`config.mk`:
```
export PLATFORM = sky130hd
export DESIGN_NAME = uart_rx_frame_assembler
export DESIGN_NICKNAME = d
export VERILOG_FILES = /design/src/rtl/uart_pkg.sv /design/src/rtl/counter.sv /design/src/rtl/uart_rx_frame_assembler.sv
export SDC_FILE = /design/constraint.sdc
export NUM_CORES = 1
export LEC_CHECK = 0
export BUFFER_PORTS_ARGS = -buffer_cell sky130_fd_sc_hd__buf_2
export CORE_MARGIN = 4
export CORE_UTILIZATION = 41
export DETAILED_ROUTE_END_ITERATION = 10
export PLACE_DENSITY_LB_ADDON = 0.2
export RECOVER_POWER = 50
export SLEW_MARGIN = 15
export SYNTH_ARGS = -nofsm -noshare
export SYNTH_HDL_FRONTEND = slang
export SYNTH_SLANG_ARGS = --single-unit
```
`constraint.sdc`:
```
create_clock -name clk -period 3.1 [get_ports clk]
set_input_delay 0.465 -clock clk [delete_from_list [all_inputs] [get_ports clk]]
set_output_delay 0.465 -clock clk [all_outputs]
set_load 0.1 [all_outputs]
```
`src/rtl/uart_pkg.sv`:
```
// Shared types and constants for the UART receive path.
package uart_pkg;

   localparam int unsigned MIN_DATA_BITS = 5;
   localparam int unsigned MAX_DATA_BITS = 8;

   // Data-bit count selector: the frame carries the encoded value plus five bits.
   typedef enum logic [1:0] {
      DataBits5 = 2'b00,
      DataBits6 = 2'b01,
      DataBits7 = 2'b10,
      DataBits8 = 2'b11
   } data_bits_t;

   typedef enum logic [2:0] {
      DATA,
      PARITY,
      STOP1,
      STOP2,
      COMPLETE
   } rx_frame_state_t;

   function automatic logic [3:0] num_data_bits(input data_bits_t sel);
      return 4'(sel) + 4'(MIN_DATA_BITS);
   endfunction

endpackage

```
`src/rtl/counter.sv`:
```
// Generic up-counter with synchronous load; load takes priority over increment.
module counter #(
   parameter int unsigned WIDTH = 3
) (
   input  logic             clk_i,
   input  logic             rst_ni,
   input  logic             load_i,
   input  logic [WIDTH-1:0] load_val_i,
   input  logic             en_i,
   output logic [WIDTH-1:0] count_o
);

   logic [WIDTH-1:0] count_q, count_d;

   // Next count: load wins, otherwise increment when enabled.
   always_comb begin
      count_d = count_q;
      if (load_i) begin
         count_d = load_val_i;
      end else if (en_i) begin
         count_d = count_q + WIDTH'(1);
      end
   end

   // Count register.
   always_ff @(posedge clk_i or negedge rst_ni) begin
      if (!rst_ni) begin
         count_q <= '0;
      end else begin
         count_q <= count_d;
      end
   end

   assign count_o = count_q;

endmodule

```
`src/rtl/uart_rx_frame_assembler.sv`:
```
// Assembles detected UART bits (start bit already stripped) into a byte, checks
// parity and stop bits, and holds the result in a single-entry output register.
module uart_rx_frame_assembler #(
   parameter int unsigned MAX_DATA_BITS = uart_pkg::MAX_DATA_BITS
) (
   input  logic                     clk,
   input  logic                     rst_n,
   input  logic                     bit_in,
   input  logic                     bit_in_valid,
   output logic                     bit_in_ready,
   output logic [MAX_DATA_BITS-1:0] byte_out,
   output logic                     byte_out_valid,
   input  logic                     byte_out_ready,
   output logic                     parity_err,
   output logic                     frame_err,
   output logic                     overrun,
   input  logic [1:0]               cfg_data_bits,
   input  logic                     cfg_parity_en,
   input  logic                     cfg_parity_odd,
   input  logic                     cfg_stop2
);

   import uart_pkg::*;

   rx_frame_state_t state_q, state_d;

   data_bits_t cfg_bits_q;
   logic       cfg_par_en_q, cfg_par_odd_q, cfg_stop2_q;

   logic [MAX_DATA_BITS-1:0] shreg_q, shreg_d;
   logic                     par_q, par_d;
   logic                     par_fail_q, par_fail_d;
   logic                     stop_fail_q, stop_fail_d;

   logic [MAX_DATA_BITS-1:0] byte_q, byte_d;
   logic                     valid_q, valid_d;
   logic                     perr_q, perr_d;
   logic                     ferr_q, ferr_d;
   logic                     ovr_q, ovr_d;

   logic       xfer;
   logic       first_xfer;
   logic       commit;
   logic [2:0] bit_cnt;
   logic [2:0] last_idx;
   logic       cnt_load;
   logic [2:0] cnt_load_val;
   logic       cnt_en;

   // The line cannot be back-pressured.
   assign bit_in_ready = 1'b1;
   assign xfer         = bit_in_valid & bit_in_ready;

   // A bit taken in COMPLETE is the first data bit of the following frame.
   assign first_xfer = xfer & (((state_q == DATA) && (bit_cnt == 3'd0)) ||
                               (state_q == COMPLETE));

   // Index of the final data bit; never reached on the first bit since N >= 5.
   assign last_idx = 3'(num_data_bits(cfg_bits_q) - 4'd1);

   counter #(
      .WIDTH (3)
   ) u_bit_cnt (
      .clk_i      (clk),
      .rst_ni     (rst_n),
      .load_i     (cnt_load),
      .load_val_i (cnt_load_val),
      .en_i       (cnt_en),
      .count_o    (bit_cnt)
   );

   // Frame FSM, shift register, parity/stop tracking and output register next state.
   always_comb begin
      state_d      = state_q;
      shreg_d      = shreg_q;
      par_d        = par_q;
      par_fail_d   = par_fail_q;
      stop_fail_d  = stop_fail_q;
      cnt_load     = 1'b0;
      cnt_load_val = 3'd0;
      cnt_en       = 1'b0;
      commit       = 1'b0;

      unique case (state_q)
         DATA: begin
            if (xfer) begin
               shreg_d[bit_cnt] = bit_in;
               par_d            = par_q ^ bit_in;
               cnt_en           = 1'b1;
               if (bit_cnt == last_idx) begin
                  state_d = cfg_par_en_q ? PARITY : STOP1;
               end
            end
         end
         PARITY: begin
            if (xfer) begin
               par_fail_d = ((par_q ^ bit_in) != cfg_par_odd_q);
               state_d    = STOP1;
            end
         end
         STOP1: begin
            if (xfer) begin
               stop_fail_d = ~bit_in;
               state_d     = cfg_stop2_q ? STOP2 : COMPLETE;
            end
         end
         STOP2: begin
            if (xfer) begin
               stop_fail_d = stop_fail_q | ~bit_in;
               state_d     = COMPLETE;
            end
         end
         COMPLETE: begin
            commit      = 1'b1;
            shreg_d     = '0;
            par_d       = 1'b0;
            par_fail_d  = 1'b0;
            stop_fail_d = 1'b0;
            cnt_load    = 1'b1;
            state_d     = DATA;
            if (xfer) begin
               shreg_d[0]   = bit_in;
               par_d        = bit_in;
               cnt_load_val = 3'd1;
            end
         end
         default: state_d = DATA;
      endcase

      byte_d  = byte_q;
      valid_d = valid_q;
      perr_d  = perr_q;
      ferr_d  = ferr_q;
      ovr_d   = 1'b0;
      if (commit) begin
         // A same-cycle accept frees the slot, so the new frame reloads without overrun.
         if (!valid_q || byte_out_ready) begin
            byte_d  = shreg_q;
            valid_d = 1'b1;
            perr_d  = par_fail_q;
            ferr_d  = stop_fail_q;
         end else begin
            ovr_d = 1'b1;
         end
      end else if (valid_q && byte_out_ready) begin
         valid_d = 1'b0;
      end
   end

   // State and datapath registers.
   always_ff @(posedge clk or negedge rst_n) begin
      if (!rst_n) begin
         state_q     <= DATA;
         shreg_q     <= '0;
         par_q       <= 1'b0;
         par_fail_q  <= 1'b0;
         stop_fail_q <= 1'b0;
         byte_q      <= '0;
         valid_q     <= 1'b0;
         perr_q      <= 1'b0;
         ferr_q      <= 1'b0;
         ovr_q       <= 1'b0;
      end else begin
         state_q     <= state_d;
         shreg_q     <= shreg_d;
         par_q       <= par_d;
         par_fail_q  <= par_fail_d;
         stop_fail_q <= stop_fail_d;
         byte_q      <= byte_d;
         valid_q     <= valid_d;
         perr_q      <= perr_d;
         ferr_q      <= ferr_d;
         ovr_q       <= ovr_d;
      end
   end

   // Frame configuration, captured on the first data bit and held for the frame.
   always_ff @(posedge clk or negedge rst_n) begin
      if (!rst_n) begin
         cfg_bits_q    <= DataBits5;
         cfg_par_en_q  <= 1'b0;
         cfg_par_odd_q <= 1'b0;
         cfg_stop2_q   <= 1'b0;
      end else if (first_xfer) begin
         cfg_bits_q    <= data_bits_t'(cfg_data_bits);
         cfg_par_en_q  <= cfg_parity_en;
         cfg_par_odd_q <= cfg_parity_odd;
         cfg_stop2_q   <= cfg_stop2;
      end
   end

   assign byte_out       = byte_q;
   assign byte_out_valid = valid_q;
   assign parity_err     = perr_q;
   assign frame_err      = ferr_q;
   assign overrun        = ovr_q;

endmodule
```
## Word-level counts from Yosys, hierarchy flattened

Index checks and enable logic that the tools add are counted.

- Register bits after elaboration: 34
- Bits in latches: 0
- Bits in writable memories: 0
- ROM bits: 0
- Input port bits: 10
- Output and inout bits: 13
- Word-level logic and storage cells: 88
- Memories kept: 0

- Add/sub/neg operators: 3
- Multiply operators: 0
- Divide/modulo/power cells: 0
- $lt $le $gt $ge: 2
- Equality and inequality tests: 12
- Shifts and indexed selects: 0
- Multiplexer cells: 33
- Bitwise logic cells: 4
- Reductions and logical operators: 19

Operators with widths:

| cell | number |
|---|---|
| $mux W3 | 8 |
| $mux W1 | 16 |
| $pmux W8 S2 | 1 |
| $pmux W3 S4 | 1 |
| $bwmux W8 | 1 |
| $mux W8 | 1 |
| $ne A2 B2 Y1 const B | 4 |
| $reduce_and A2 Y1 | 4 |
| $reduce_bool A2 Y1 | 4 |
| $eq A3 B2 Y1 const B | 2 |
| $logic_not A3 Y1 | 2 |
| $reduce_and A5 Y1 | 1 |
| $lt A3 B4 Y1 const B | 1 |
| $ne A2 B1 Y1 const B | 2 |
| $pmux W1 S2 | 2 |
| $add A2 B3 Y3 const B | 1 |
| $add A3 B1 Y3 const B | 1 |
| $demux W1 S3 | 1 |
| $eq A3 B1 Y1 const B | 1 |
| $eq A3 B3 Y1 | 1 |
| $eq A3 B3 Y1 const B | 1 |
| $ge A3 B1 Y1 const B | 1 |
| $logic_and A1 B1 Y1 | 3 |
| $pmux W1 S3 | 1 |
| 11 further kinds | 12 |

## Logic depth before layout (Yosys ltp)

Gate-level depths: netlist (run 1).

- Depth after elaboration: 7
- Depth in mapped cells: 6
- Mapped depth without buffers: 5

## By module

From an unflattened synthesis (run 1), not the netlist that was laid out.

- Cells, all modules: 142
- Area, all modules: 1641.6 um2

By module, submodules not included:

| module | instances | cells each | area an instance (um2) | sequential area each (um2) |
|---|---|---|---|---|
| uart_rx_frame_assembler | 1 | 128 | 1487.7 | 775.7 |
| counter | 1 | 14 | 153.9 | 75.1 |

## Worst setup path after synthesis (run 1)

Ideal clock, no wire load.

- Kind: register -> register
- Start: reg valid_q (netlist: byte_out_valid)
- End: reg byte_q[0] (netlist: byte_out[0])
- Library setup time: 0.126 ns
- Arrival: 1.767 ns
- Data required time: 2.974 ns
- Setup slack: 1.207 ns
- Cell stages (with the launch flop): 4
- Buffers on the path: 0
- Clock period less this slack: 1.893 ns
- Path through: dfrtp_1 nand2b_1 nand3_1 mux2_2

- Cells in the longest elaborated chain, start to end: 3

RTL lines:

| element | line | text |
|---|---|---|
| start: declaration | uart_rx_frame_assembler.sv:36 | `logic valid_q, valid_d;` |
| start signal: assignment | uart_rx_frame_assembler.sv:170 | `valid_q <= valid_d;` |
| $logic_not A1 Y1 | uart_rx_frame_assembler.sv:137 | `if (!valid_q \|\| byte_out_ready) begin` |
| $logic_or A1 B1 Y1 | uart_rx_frame_assembler.sv:137 |  |
| $reduce_and A2 Y1 (no line) | n/a |  |
| end signal: assignment | uart_rx_frame_assembler.sv:169 | `byte_q <= byte_d;` |
| end: declaration | uart_rx_frame_assembler.sv:35 | `logic [MAX_DATA_BITS-1:0] byte_q, byte_d;` |

Every way passes these cells.
A chain may end at the register's enable or synchronous reset.

## Final worst setup path (run 1)

- Start: reg state_q[1]
- End: reg byte_q[5] (netlist: byte_out[5])

- Cells in the longest elaborated chain, start to end: 3

RTL lines:

| element | line | text |
|---|---|---|
| start: declaration | uart_rx_frame_assembler.sv:25 | `rx_frame_state_t state_q, state_d;` |
| start signal: assignment | uart_rx_frame_assembler.sv:164 | `state_q <= state_d;` |
| $eq A3 B3 Y1 | uart_rx_frame_assembler.sv:84 | `unique case (state_q)` |
| $mux W1 | uart_rx_frame_assembler.sv:84 |  |
| $reduce_and A2 Y1 (no line) | n/a |  |

Every way passes these cells.

==> results.rst, run 1 <==
.. list-table::
   :header-rows: 1

   * - Metric
     - Value
   * - GPL Wtd Cong
     - about 0.76
   * - Minimum clock period
     - ~2.1 ns
   * - Remaining routing DRC violations
     - 0
   * - Net total in the final layout
     - between 150 and 200
   * - Via count of the first global-routing pass
     - roughly 1300
   * - Unique cell type count in the Yosys netlist
     - 44
   * - Main flop type after synthesis
     - sky130_fd_sc_hd__dfrtp_1
   * - Antenna violations before repair
     - 0
   * - Final-report hold violation count
     - 0
   * - Setup crit end kind
     - flip-flop
   * - Top post-synthesis cells by area
     - sky130_fd_sc_hd__dfrtp_1 51%, sky130_fd_sc_hd__mux2_2 10%, sky130_fd_sc_hd__mux2i_1 4.2%
   * - CP Max Fanout
     - 14
   * - Routed via count
     - approximately 1200
   * - Die height
     - about 70 um
   * - I/O Buffers
     - 21
   * - Crit Path Category
     - flip-flop to flip-flop
   * - Effective utilization at floorplan
     - ~44%
   * - Clock sink count
     - 34
   * - Clock Tree Buf Depth
     - 2
   * - Core Region
     - 0.00380 sq mm
   * - Later-pin clock latency in the skew report
     - just under 0.3 ns
   * - Wirelength, routed
     - about 3400 um
   * - Number of diodes
     - 0
   * - Maximum number of pins on one net before global-route repair
     - 35
   * - Setup repair after global routing missed its margin
     - false
   * - Worst path max stage delay
     - around 0.54 ns
   * - Cell accounting for the most synthesized area
     - sky130_fd_sc_hd__dfrtp_1
   * - Req. time, crit path
     - 3.27 ns
   * - First-pass GRT wire length
     - a little under 6000 um
   * - Average instance area after synthesis
     - between 10 and 15 sq um
   * - Count of nets left with antenna violations after detail routing
     - 0
   * - Violated checks
     - max-capacitance violations, max-slew violations
   * - Drt initial violations
     - 52
   * - Worst slew margin relative to its limit
     - -17.6%
   * - CP Launch Type
     - flip-flop
   * - Share of async-settable or async-resettable flops after synthesis
     - 100%
   * - Count of max-cap constraint violations
     - 1
   * - TritonCTS clock tree
     - done
   * - Count of synthesis-stage warnings from yosys
     - 0
   * - Final Util
     - between 40% and 50%
   * - TritonCTS buffer count
     - 5
   * - Layout-stage area growth over the synthesis result
     - 11.4%
   * - Pre-CTS setup slack
     - around 1.1 ns
   * - Detail-routed via count per cell
     - around 5.7
   * - Cell at the root of the clock tree
     - sky130_fd_sc_hd__clkbuf_8
   * - Post-route fraction of the period consumed by the critical path
     - roughly 70%
   * - Run status
     - complete, but fails checks
   * - Worst-path clk slew
     - about 0.060 ns
   * - Synthesized net count
     - 164
   * - Worst path arrival time
     - between 2 and 2.5 ns
   * - Pre-antenna DRT Iters
     - 4
   * - Total standard cell area after synthesis
     - 0.00168 sq mm
   * - Setup Total Neg Slack
     - 0 ns
   * - Area share of the leading cell type in the synthesized netlist
     - between 50% and 60%
   * - Sequential Area
     - about 850 sq um
   * - Routed len/inst
     - ~16 um
   * - Number of post-CTS setup repair buffers
     - 0
   * - Maximum frequency from static timing analysis
     - ~470 MHz
   * - Footprint of the multi-input gates
     - around 760 sq um
   * - Number of synthesized register bits
     - 34
   * - Area of the die
     - 0.00517 sq mm
   * - Global-route usage over all layers
     - between 10% and 20%
   * - Std cell rows
     - 22
   * - Number of hold buffers added after CTS
     - 0
   * - DPL Wire Length
     - ~2400 um
   * - X dimension of the die
     - 71.9 um
   * - Fin worst setup slack
     - about 0.96 ns
   * - Boundary Pins
     - 23
   * - Overflow left after global routing
     - 0
   * - Fin. max-slew vios
     - 35
   * - Worst clock skew
     - roughly 0.0026 ns
   * - Final setup vio count
     - 0
   * - Worst Tran Pin Value
     - 1.76 ns
   * - List of cells traversed by the critical path
     - nor2_1 -> nand3_1 -> mux2_2
   * - Cell with the biggest individual delay on the critical path
     - sky130_fd_sc_hd__dfrtp_1
   * - EDFF count, synth
     - 0
   * - Type of the tightest min-delay check
     - primary input to flip-flop
   * - Share of final-layout standard cells stronger than drive strength 1
     - between 20% and 30%
   * - Fillers
     - 366
   * - Max H-tree Level
     - 2
   * - Number of cells upsized or downsized after cts
     - 0
   * - Syn Inst Count
     - between 150 and 200
   * - Sequential cell area fraction in the yosys report
     - about half
[through the flow]
stage | area [sq um] | std cells | hold WS (ns)
after floorplan | 1680 | 152 | 0.169
after global placement | 1790 | 209 | 0.482
after detailed placement | 1790 | 209 | 0.472
after CTS | 1870 | 215 | 0.275
after global routing | 1870 | 215 | 0.414
final | 1870 | 215 | 0.408
[per-layer routing]
layer	vias up	GRT usage (%)	wire length [um]
met2	32	23.4	1660
met3	8	3.46	178
li1	576	-	-
met4	0	7.10	68
met5	-	0	0
met1	609	18.4	1490
[area by class of cell]
class / count / area share [%]
Multi-Input combinational cell: 102 / 40.5
Inverter: 4 / 0.804
Tap cell: 48 / 3.22
Clock buffer: 6 / 4.42
Timing Repair Buffer: 21 / 5.50
Sequential cell: 34 / 45.6
[kinds of logic after synthesis]
family,after synthesis,share of synthesized area (%)
muxes,22,14.3
DFF,34,50.8
AOI/OAI and AO/OA,29,12.0
adders and majority gates,2,1.49
xor gates and xnor gates,4,2.09
buffers and inverters,16,3.96
other,1,0.224
and+or+nand+nor,44,15.2
[cells in the final DEF (no fill, tap or decap), drive strengths merged, types with 2 or more instances in the layout]
cell	count
or4	2
nand2	15
nor3b	2
nand2b	3
buf	19
a2bb2oi	2
dfrtp	34
o22ai	2
nor3	5
xnor2	2
a22o	2
a21oi	3
nor4bb	2
nor2	4
o21ai	10
clkbuf	8
ha	2
mux2	15
inv	4
mux2i	7
xor2	2
or2	2
[worst max-delay path, delay by kind of cell, from the launching register on]
family,cells,cell delay (ns)
flip-flops,1,0.54
multiplexers,1,0.43
AND/OR/NAND/NOR,2,1.05
[cells in the mapped netlist (3+ instances only)]
cell	number
sky130_fd_sc_hd__nand2_1	15
sky130_fd_sc_hd__mux2i_1	7
sky130_fd_sc_hd__mux2_2	15
sky130_fd_sc_hd__a21oi_1	3
sky130_fd_sc_hd__nor3_1	5
sky130_fd_sc_hd__nand2b_1	3
sky130_fd_sc_hd__clkbuf_1	9
sky130_fd_sc_hd__o21ai_0	10
sky130_fd_sc_hd__inv_1	4
sky130_fd_sc_hd__dfrtp_1	34
sky130_fd_sc_hd__nor2_1	3
[sequential cells by signal, summed over array words and instances, names as in the netlist, 2 cells and up]
register,count
shreg_q,8
byte_out,8
state_q,3
u_bit_cnt.count_o,3
cfg_bits_q,2
[worst paths after layout]
check / end / cells after the start / startpoint / slack (ns)
worst max-delay path: byte_out[5] / 3 / state_q[1] / 0.96
worst min-delay path: cfg_bits_q[0] / 2 / cfg_data_bits[0] / 0.41
worst max register to register: byte_out[5] / 3 / state_q[1] / 0.96
worst min register to register: shreg_q[0] / 1 / shreg_q[0] / 0.49
max in group asynchronous: cfg_bits_q[0] / 1 / rst_n / 1.44
min in group asynchronous: shreg_q[5] / 1 / rst_n / 0.64
Power of run 1 is left out: the tool's default activity adds up to more than one toggle a clock period on the data nets, which glitch-free logic cannot reach.
==> run 2, diff against run 1 <==
- ABC_AREA: default -> 1
- clock period: 3.1 -> 2.15 ns (I/O delays scaled with it)
==> run 2 against run 1 <==
  * The flow now finishes without violations
  * Critical path type unchanged
  * Worst setup slack lost 0.24 ns
  * Critical endpoint is now shreg_q[1]
  * Non-clock buffer count is the same
  * Critical path depth grew 3
  * Highest routed layer unchanged
  * Count of clock-buffer cells in the layout is the same
  * Synthesized area grew 5.6%
  * Sequential share of layout area shrank 3.2 points
  * Largest cell class unchanged
  * Global-route usage shrank 0.80 points
==> results.rst, run 2 <==
.. list-table::
   :header-rows: 1

   * - Metric
     - Value
   * - Clock sink count
     - 34
   * - Number of hold buffers added after CTS
     - 0
   * - Setup repair after global routing missed its margin
     - false
   * - Worst-path clk slew
     - ~0.070 ns
   * - I/O Buffers
     - 21
   * - Via count of the first global-routing pass
     - 1204
   * - Routed len/inst
     - between 10 and 15 um
   * - Setup Total Neg Slack
     - 0 ns
   * - Maximum frequency from static timing analysis
     - around 700 MHz
   * - Clock Tree Buf Depth
     - 2
   * - Effective utilization at floorplan
     - around 43%
   * - Fin. max-slew vios
     - 0
   * - Share of async-settable or async-resettable flops after synthesis
     - 100%
   * - Detail-routed via count per cell
     - 4.78
   * - Worst path max stage delay
     - 0.48 ns
   * - Minimum clock period
     - roughly 1.4 ns
   * - X dimension of the die
     - 73.7 um
   * - Most common cell after layout, fill and taps aside
     - sky130_fd_sc_hd__nand2_1
   * - Number of post-CTS setup repair buffers
     - 0
   * - Later-pin clock latency in the skew report
     - between 0.2 and 0.3 ns
   * - Unique cell type count in the Yosys netlist
     - 29
   * - Worst path arrival time
     - ~1.6 ns
   * - CP Max Fanout
     - 10
   * - Most used standard cell by instance count after synthesis
     - sky130_fd_sc_hd__nand2_1
   * - First-pass GRT wire length
     - roughly 5600 um
   * - DPL Wire Length
     - between 2000 and 2500 um
   * - Number of diodes
     - 0
   * - Total placed cells including tap cells
     - 276
   * - Core Region
     - between 0.004 and 0.005 sq mm
   * - Sequential cell area fraction in the yosys report
     - between 40% and 50%
   * - Average instance area after synthesis
     - roughly 8.4 sq um
   * - Final std cells w/o fill
     - between 200 and 300
   * - Net total in the final layout
     - roughly 250
   * - Die height
     - roughly 74 um
   * - Max H-tree Level
     - 2
   * - Run status
     - complete, no violations
   * - Top library cells by usage in the layout, fill and taps aside
     - 64 x sky130_fd_sc_hd__nand2_1, 34 x sky130_fd_sc_hd__dfrtp_1, 22 x sky130_fd_sc_hd__nand3_1, 21 x sky130_fd_sc_hd__buf_2, 18 x sky130_fd_sc_hd__inv_1
   * - Layout-stage area growth over the synthesis result
     - 13.4%
   * - Req. time, crit path
     - ~2.3 ns
   * - Power density over cell area
     - between 1500 and 2000 mW/mm^2
   * - Source of the worst register-to-register timing path
     - state_q[1]
   * - Worst supply voltage drop on vdd
     - just under 0.6 mV
   * - Met2 Use GR
     - a little over 20%
   * - Cell at the root of the clock tree
     - sky130_fd_sc_hd__clkbuf_8
   * - Std cell rows
     - 23
   * - Remaining routing DRC violations
     - 0
   * - Top post-synthesis cells by area
     - sky130_fd_sc_hd__dfrtp_1 48%, sky130_fd_sc_hd__nand2_1 14%, sky130_fd_sc_hd__nand3_1 6.2%
   * - Number of cells traversed by the worst register-to-register path
     - 6
   * - EDFF count, synth
     - 0
   * - Maximum number of pins on one net before global-route repair
     - 35
   * - Met1 Resource Use GR
     - ~18%
   * - Wirelength, routed
     - approximately 3300 um
   * - Count of nets left with antenna violations after detail routing
     - 0
   * - Final-report hold violation count
     - 0
   * - Worst hold slack
     - around 0.098 ns
   * - Buffering stage count on the worst path with inverters included
     - 1
   * - Leading post-synthesis cells by instance count
     - 64 x sky130_fd_sc_hd__nand2_1, 34 x sky130_fd_sc_hd__dfrtp_1, 22 x sky130_fd_sc_hd__nand3_1
   * - Main flop type after synthesis
     - sky130_fd_sc_hd__dfrtp_1
   * - Setup crit start
     - state_q[1]
   * - Boundary Pins
     - 23
   * - Cell accounting for the most synthesized area
     - sky130_fd_sc_hd__dfrtp_1
   * - GR peak layer
     - met2
   * - Synthesized net count
     - 222
   * - Count of max-cap constraint violations
     - 0
   * - Cell with the biggest individual delay on the critical path
     - sky130_fd_sc_hd__dfrtp_1
   * - Setup crit end kind
     - flip-flop
   * - Post-route fraction of the period consumed by the critical path
     - around two thirds
   * - Worst clock skew
     - just over 0.009 ns
   * - Worst slew margin relative to its limit
     - between 50% and 60%
   * - Static power due to leakage
     - around 1.0 nW
   * - Type of the tightest min-delay check
     - primary input to asynchronous set/reset pin
   * - Total standard cell area after synthesis
     - approximately 0.0018 sq mm
   * - Antenna violations before repair
     - 0
   * - TritonCTS buffer count
     - 5
   * - Worst Tran Pin Value
     - between 0.7 and 0.8 ns
   * - Cell class contributing the biggest share of worst-path delay
     - simple AND/OR/NAND/NOR gates
   * - Syn Inst Count
     - 210
   * - Share of final-layout standard cells stronger than drive strength 1
     - ~19%
   * - Final setup vio count
     - 0
   * - Crit Path Category
     - flip-flop to flip-flop
   * - Pre-antenna DRT Iters
     - 4
   * - Number of cells upsized or downsized after cts
     - 0
   * - Worst setup endpoint
     - shreg_q[1]
   * - List of cells traversed by the critical path
     - nor2_4 -> inv_1 -> nor2_8 -> o21ai_0 -> nand2_1 -> o21ai_1
   * - Routed via count
     - between 1000 and 1500
   * - TritonCTS clock tree
     - done
   * - Met3 Resource Use GR
     - about 4.2%
   * - FF-to-FF End
     - shreg_q[1]
   * - Area share of the leading cell type in the synthesized netlist
     - between 40% and 50%
   * - Drt initial violations
     - 98
   * - Cell depth of the worst setup path
     - 6
   * - Global-route usage over all layers
     - between 10% and 20%
   * - Number of synthesized register bits
     - 34
   * - Worst reg-to-reg setup slack
     - just over 0.7 ns
   * - Area of the die
     - ~0.0054 sq mm
   * - CP Launch Type
     - flip-flop
   * - Count of synthesis-stage warnings from yosys
     - 0
   * - Overflow left after global routing
     - 0
   * - GPL Wtd Cong
     - 0.758
## run 2: stage by stage
| step | utilization, % | worst slack [ns] | cell area [sq um] | power [mW] |
|---|---|---|---|---|
| after detailed placement | 46.4 | 0.729 | 1890 | 2.74 |
| after CTS | 49.1 | 0.707 | 2010 | 3.35 |
| after global placement | 46.4 | 0.747 | 1890 | 2.73 |
| after floorplan | - | 0.361 | 1770 | 2.47 |
| final | 49.1 | 0.715 | 2010 | 3.31 |
| after global routing | 49.1 | 0.578 | 2010 | 3.56 |
## run 2: worst min-delay path by stage
stage / from / to / cells past startpoint
after detailed placement: rst_n / byte_out[2] / 1
after global placement: rst_n / byte_out[3] / 1
after CTS: rst_n / shreg_q[0] / 1
final: rst_n / shreg_q[0] / 1
after global routing: rst_n / byte_out[3] / 1
after floorplan: rst_n / byte_out[0] / 0
## run 2: final cells by class
class                      count  area [sq um]
clock buffer                   6          82.6
inverter                      21          83.8
sequential                    34           851
fill                         422          2080
timing repair buffer          21           105
tap                           50          62.6
multi-input combinational    150           792
clock inverter                 1          30.0
## run 2: cell families after synthesis
family          Yosys count  share of synthesized area [%]
other cells               1                          0.212
simple gates            107                           29.4
compound gates           37                           12.2
fa+ha+maj                 2                           1.41
xor+xnor                  3                           1.49
buf+inv                  26                           7.14
flops                    34                           48.1
## run 2: routing by layer
metal	part of all wire, %	vias to the layer above	wire (um)
met5	0	-	0
met4	1.9	0	62
met3	4.8	6	158
met2	43	23	1440
met1	50	598	1650
li1	-	727	-
## run 2: where the power goes
part	leakage, nW	internal, mW	switching (mW)
registers	0.448	0.887	0.205
logic	0.539	0.406	1.22
clock network	0.0573	0.371	0.226
total	1.04	1.66	1.65
Note: power is estimated with default switching activity, not from simulation.
